==> config.mk <==
export PLATFORM = sky130hd
export DESIGN_NAME = axis_word_unpacker
export DESIGN_NICKNAME = d
export VERILOG_FILES = /design/src/rtl/axis_pkg.sv /design/src/rtl/axis_word_unpacker.sv
export SDC_FILE = /design/constraint.sdc
export NUM_CORES = 1
export LEC_CHECK = 0
export BUFFER_PORTS_ARGS = -buffer_cell sky130_fd_sc_hd__buf_4
export CAP_MARGIN = 20
export CORE_MARGIN = 1.5
export CORE_UTILIZATION = 48
export CTS_BUF_LIST = sky130_fd_sc_hd__clkbuf_4 sky130_fd_sc_hd__clkbuf_8
export DETAILED_ROUTE_END_ITERATION = 7
export PLACE_DENSITY = 0.87
export SETUP_SLACK_MARGIN = 0.1
export SLEW_MARGIN = 20
export SYNTH_ARGS = -nofsm -noshare
export SYNTH_HDL_FRONTEND = slang
export SYNTH_SLANG_ARGS = --single-unit
==> constraint.sdc <==
create_clock -name aclk -period 1.8 [get_ports aclk]
set_clock_uncertainty 0.05 [all_clocks]
set_input_delay 0.45 -clock aclk [delete_from_list [all_inputs] [get_ports aclk]]
set_output_delay 0.45 -clock aclk [all_outputs]
set_load 0.03 [all_outputs]
==> src/rtl/axis_pkg.sv <==
// Shared types and helpers for the AXI-Stream byte packing/unpacking path.
package axis_pkg;

    localparam int BYTE_W = 8;

    typedef enum logic {
        ST_EMPTY = 1'b0,
        ST_BUSY  = 1'b1
    } state_t;

    // Width of a byte index into an n-byte word; never narrower than one bit.
    function automatic int idx_width(input int nbytes);
        return (nbytes > 1) ? $clog2(nbytes) : 1;
    endfunction

endpackage

==> src/rtl/axis_word_unpacker.sv <==
// AXI-Stream downsizer: one nb-bit word in, n byte beats out, least-significant byte first.
module axis_word_unpacker
    import axis_pkg::*;
#(
    parameter int  n  = 5,
    localparam int nb = n * BYTE_W
) (
    input  logic              aclk,
    input  logic              aresetn,
    input  logic [nb-1:0]     in_tdata,
    input  logic              in_tlast,
    input  logic              in_tvalid,
    output logic              in_tready,
    output logic [BYTE_W-1:0] out_tdata,
    output logic              out_tlast,
    output logic              out_tvalid,
    input  logic              out_tready
);

    localparam int             IW       = idx_width(n);
    localparam logic [IW-1:0]  IDX_LAST = IW'(n - 1);

    state_t          state_reg;
    logic [nb-1:0]   hold_reg;
    logic            last_reg;
    logic [IW-1:0]   idx_reg;

    logic            at_last;
    logic            in_fire;
    logic            busy;

    assign busy    = (state_reg == ST_BUSY);
    assign at_last = (idx_reg == IDX_LAST);

    // Ready on the final byte lets the next word land without a bubble.
    assign in_tready  = aresetn && (!busy || (at_last && out_tready));
    assign in_fire    = in_tvalid && in_tready;

    assign out_tvalid = busy;
    assign out_tdata  = hold_reg[BYTE_W*idx_reg +: BYTE_W];
    assign out_tlast  = busy && at_last && last_reg;

    always_ff @(posedge aclk) begin
        if (!aresetn) begin
            state_reg <= ST_EMPTY;
            hold_reg  <= '0;
            last_reg  <= 1'b0;
            idx_reg   <= '0;
        end else begin
            case (state_reg)
                ST_EMPTY: begin
                    if (in_fire) begin
                        hold_reg  <= in_tdata;
                        last_reg  <= in_tlast;
                        idx_reg   <= '0;
                        state_reg <= ST_BUSY;
                    end
                end
                ST_BUSY: begin
                    if (out_tready) begin
                        if (!at_last) begin
                            idx_reg <= idx_reg + 1'b1;
                        end else if (in_fire) begin
                            hold_reg <= in_tdata;
                            last_reg <= in_tlast;
                            idx_reg  <= '0;
                        end else begin
                            idx_reg   <= '0;
                            state_reg <= ST_EMPTY;
                        end
                    end
                end
                default: state_reg <= ST_EMPTY;
            endcase
        end
    end

endmodule

# After elaboration in Yosys (flattened, before gate mapping)
# Index checks and enable logic that the tools add are counted.
[word_totals]
elab_cells = 36
register_bits = 45
out_inout_bits = 11
in_bits = 45
[classes]
bitwise_logic = 1
addsub = 1
muxes = 16
n_shift = 1
n_reduce_logical = 9
eq_ne = 4
[ops]
columns = ["operator", "count"]
rows = [
  ["two-way mux 40 bit", 3],
  ["case mux 40 bit (2 select lines)", 1],
  ["variable part select 40 x 7 -> 8 bit", 1],
  ["two-way mux 3 bit", 3],
  ["two-way mux 1 bit", 6],
  ["case mux 3 bit (2 select lines)", 1],
  ["logical AND 1 bit", 5],
  ["!= test 2 bit, second input constant", 2],
  ["case mux 1 bit (2 select lines)", 2],
  ["AND reduction 2 bit", 2],
  ["adder 3 x 1 -> 3 bit, second input constant", 1],
  ["equality test 3 bit, second input constant", 1],
  ["!= test 2 x 1 -> 1 bit, second input constant", 1],
  ["logical NOT 1 bit", 1],
  ["logical OR 1 bit", 1],
  ["NOT 1 bit", 1],
]

# Depth between registers and ports, before layout
[depth]
ltp_word = 9
ltp_mapped = 8
mapped_depth_nobuf = 5

# Worst setup path after synthesis
# OpenSTA, ideal clock, no wires.
[synth_path]
kind = "register to output"
start = "register idx_reg[1]"
end = "output in_tready"
path_slack_ns = -0.257
t_arrival_ns = 1.557
required_time_ns = 1.300
path_buffers = 2
path_stages_with_launch = 7
path_cell_list = "dfxtp_1 > clkbuf_1 > buf_2 > inv_1 > ha_1 > nand3_4 > a21oi_1"
[synth_between]
elab_chain_cells = 4
[synth_rtl]
columns = ["item", "line", "text"]
rows = [
  ["from (decl)", "axis_word_unpacker.sv:26", "logic [IW-1:0] idx_reg;"],
  ["from (signal assigned)", "axis_word_unpacker.sv:62", "idx_reg <= idx_reg + 1'b1;"],
  ["equality test 3 bit", "axis_word_unpacker.sv:33", "assign at_last = (idx_reg == IDX_LAST);"],
  ["logical AND 1 bit", "axis_word_unpacker.sv:36", "assign in_tready = aresetn && (!busy || (at_last && out_tready));"],
  ["logical OR 1 bit", "axis_word_unpacker.sv:36", ""],
  ["logical AND 1 bit", "axis_word_unpacker.sv:36", ""],
  ["to (decl)", "axis_word_unpacker.sv:13", "output logic in_tready,"],
]
# Every way passes these cells.

# Worst setup path after layout
[layout_path]
start = "register idx_reg[2]"
end = "output out_tdata[2]"
[layout_between]
elab_chain_cells = 1
[layout_rtl]
columns = ["item", "line", "text"]
rows = [
  ["variable part select 40 x 7 -> 8 bit", "axis_word_unpacker.sv:40", "assign out_tdata = hold_reg[BYTE_W*idx_reg +: BYTE_W];"],
  ["to (decl)", "axis_word_unpacker.sv:14", "output logic [BYTE_W-1:0] out_tdata,"],
]
# Every way passes these cells.

==> metrics.yaml <==
floorplan:
  io_pins: 56
  start_util_pct: 51.2
  die_area_um2: 4380
  core_area_um2: 3740
  chipHeight_um: 66.2
  std_cell_rows: 22
  die_w_um: 66.2
placement:
  gp_congestion: 0.804
  placed_area_um2: 2400
  port-buffer-count: 55
  dp_hpwl_um: 3030
  dpl.cell_count: 270
setup_path:
  crit_fanout: 6
  endpoint_kind: "output pin"
  worstReg2RegEnd: "hold_reg[38]$_SDFFE_PN0P_"
  critPathMaxStageDelay_ns: 0.40
  cp_slowest_cell: "dfxtp_4"
  rrSetupSlack_ns: 0.14
  cp.required_ns: 1.30
  timing.rr.start: "idx_reg[1]$_SDFFE_PN0P_"
  cp_cell_sequence: "buf_12 -> mux2i_2 -> o21ai_1 -> o21a_1 -> buf_4"
  worstPathArrival_ns: 1.51
  crit_type: "register to output pin"
  r2r_cells: 8
  start_kind: "register"
logic_synthesis:
  synth_area_um2: 1920
  synth_xor_area_share_pct: 0
  ys_warn_count: 0
  avgSynthCellArea_um2: 10.8
  async_flop_share_pct: 0
  seq_area_frac_synth_pct: 47.0
  synthMuxAreaShare_pct: 8.35
  yosys.area_share.adder_pct: 1.30
  yosysMostFrequentCell: "dfxtp_1"
  synth_simple_gate_area_share_pct: 6.91
  syn-num-nets: 225
  synth.distinct_cells: 25
  ys_top_cells_by_area: "dfxtp_1 47%, a22o_1 19%, mux2i_1 8.3%"
  synth_top_family_by_area: "compound AO/OA/AOI/OAI gates"
  synthFlopType: "dfxtp_1"
  synth-seq-cells: 45
  synth_edf_count: 0
  synthDominantCellAreaShare_pct: 47.0
  synth_compound_area_share_pct: 29.7
  yosys.area.top_type: "dfxtp_1"
  synthTopCellsByCount: "45 x dfxtp_1, 41 x a22o_1, 16 x mux2i_1"
  synth_cells: 178
final_layout:
  largest_register_ffs: 40
  drive_above_1_share_pct: 42.6
  final_area_um2: 2790
  utilization_pct: 74.4
  fin_nets: 288
  antenna_cells: 0
  layout-area-overhead-vs-synth_pct: 45.2
  layout.cells.non_filler: 290
routing:
  drt-total-wl_um: 5190
  drtIter0Drc: 99
  viasPerCell: 5.78
  drc: 0
  antenna_left: 0
  vias: 1677
  routedWlPerCell_um: 17.9
  drt_pre_antenna_iters: 4
clock_tree:
  cts.htree.levels: 2
  clock_latency_ns: 0.29
  clk_root_buffer_cell: "clkbuf_8"
  cts.sinks: 45
  cts_hold_buf: 0
  cts_tree: "done"
  path_clk_slew_ns: 0.08
  clock_path_buffers: 2
  cts_buffers: 5
timing:
  rsz0062_at_grt: "yes"
  setup_violations: 8
  drv_slew: 0
  fmax_ghz: 0.497
  period_needed_ns: 2.01
  finalHoldViolCount: 0
  period_share_pct: 112
  worstMarginPinSlew_ns: 0.476
  fin_ws_ns: -0.213
  slew_headroom_pct: 68.2
  finalSetupTns_ns: -1.52
grt:
  grt_pass1_vias: 1664
  grt_usage_pct: 24.4
  grt_pass1_wl_um: 7950
  grt_max_degree: 42
  antenna_found_initial: 0
  grt_overflow: 0
worst_hold_path:
  worstHoldEndpoint: "hold_reg[19]$_SDFFE_PN0P_"
  holdCritPathClass: "input pin to register"
  worstHoldPathCells: 2
  holdCritStartpoint: "in_tdata[19]"
power:
  seqPwrFrac_pct: 48.1
  cellPowerDensity_nw_per_um2: 818
  clockPowerShare_pct: 34.8
  p_leak_nw: 1.13
  swShare_pct: 24.0
  p_int_mw: 1.73
  ir_drop_v: 0.000610
  power.switching_mw: 0.547
  combPwrFrac_pct: 17.1
outcome:
  violations: "negative setup slack"
  status: "finished, violations left"
run:
  max_cap_viol_count: 0
-- per-layer routing --
metal	routed length, µm	vias to the layer above	global-route usage [%]	share of wire (%)
met5	0	-	0	0
met2	2570	66	38.4	50
li1	-	801	-	-
met4	127	0	12.8	2.4
met1	2230	798	30.6	43
met3	263	12	6.13	5.1
-- metrics by stage --
stage          worst slack [ns]  power (mW)  hold WS, ns
2_1_floorplan            0.0957        1.31        0.398
3_3_place_gp             0.0432        1.44        0.411
3_5_place_dp             0.0398        1.45        0.418
4_1_cts                  -0.203        2.26        0.301
5_1_grt                  -0.272        2.38        0.293
6_report                 -0.213        2.28        0.308
-- placed cells by master (no fill, tap or decap), types with 2 or more instances in the layout --
| master | netlist | routed |
|---|---|---|
| inv_1 | 4 | 2 |
| clkbuf_16 | 0 | 2 |
| mux2i_1 | 16 | 11 |
| buf_6 | 5 | 9 |
| o21ai_1 | 0 | 9 |
| buf_16 | 0 | 2 |
| mux2i_2 | 0 | 3 |
| o21a_2 | 0 | 3 |
| mux2i_4 | 0 | 2 |
| o21a_1 | 8 | 5 |
| a22o_1 | 41 | 41 |
| a21oi_1 | 3 | 2 |
| o21ai_0 | 15 | 6 |
| dfxtp_1 | 45 | 41 |
| clkbuf_8 | 0 | 6 |
| nand3b_1 | 8 | 8 |
| buf_12 | 0 | 3 |
| dfxtp_4 | 0 | 3 |
| nand3_1 | 2 | 2 |
| nand2_1 | 5 | 5 |
| buf_4 | 0 | 57 |
-- logic make-up (layout without fill, tap and decap cells) --
group / after synthesis / in the layout
and+or+nand+nor: 21 / 21
muxes: 16 / 16
buffers and inverters: 21 / 85
DFF: 45 / 45
AOI/OAI and AO/OA: 73 / 73
adders and majority gates: 2 / 2
-- what timing repair did --
action | CTS | global route
setup buffers | 4 | 5
pin swaps | 2 | 8
endpoints found under the setup margin | 10 | 51
resized for setup | 32 | 6
gates cloned | 2 | 2
-- area by class of cell --
type | count | area [µm²]
fill | 254 | 958
timing repair buffer | 73 | 694
tap | 48 | 60.1
inverter | 4 | 17.5
clock inverter | 1 | 30.0
sequential | 45 | 913
multi-input combinational | 112 | 980
clock buffer | 7 | 90.1
-- how the worst max path moves through the flow --
stage                                        from  cells after the start           end
after detailed placement  idx_reg[2]$_SDFFE_PN0P_                      5  out_tdata[5]
after CTS                 idx_reg[2]$_SDFFE_PN0P_                      5  out_tdata[4]
after floorplan           idx_reg[1]$_SDFFE_PN0P_                      6     out_tlast
final                     idx_reg[2]$_SDFFE_PN0P_                      5  out_tdata[2]
after global routing      idx_reg[2]$_SDFFE_PN0P_                      5  out_tdata[4]
after global placement    idx_reg[2]$_SDFFE_PN0P_                      5  out_tdata[5]
-- power groups by stage --
stage	logic [mW]	registers (mW)	clock network [mW]
6_report	0.389	1.10	0.792
5_1_grt	0.414	1.10	0.866
4_1_cts	0.365	1.09	0.806
3_5_place_dp	0.336	1.12	0
3_3_place_gp	0.329	1.11	0
2_1_floorplan	0.208	1.10	0
-- critical path: cells and delay by family, from the launching register on --
kind | cells | cell delay, ns
buf+inv | 2 | 0.31
mux | 1 | 0.25
flops | 1 | 0.40
compound gates | 2 | 0.26
Power figures use the tool's default switching activity.
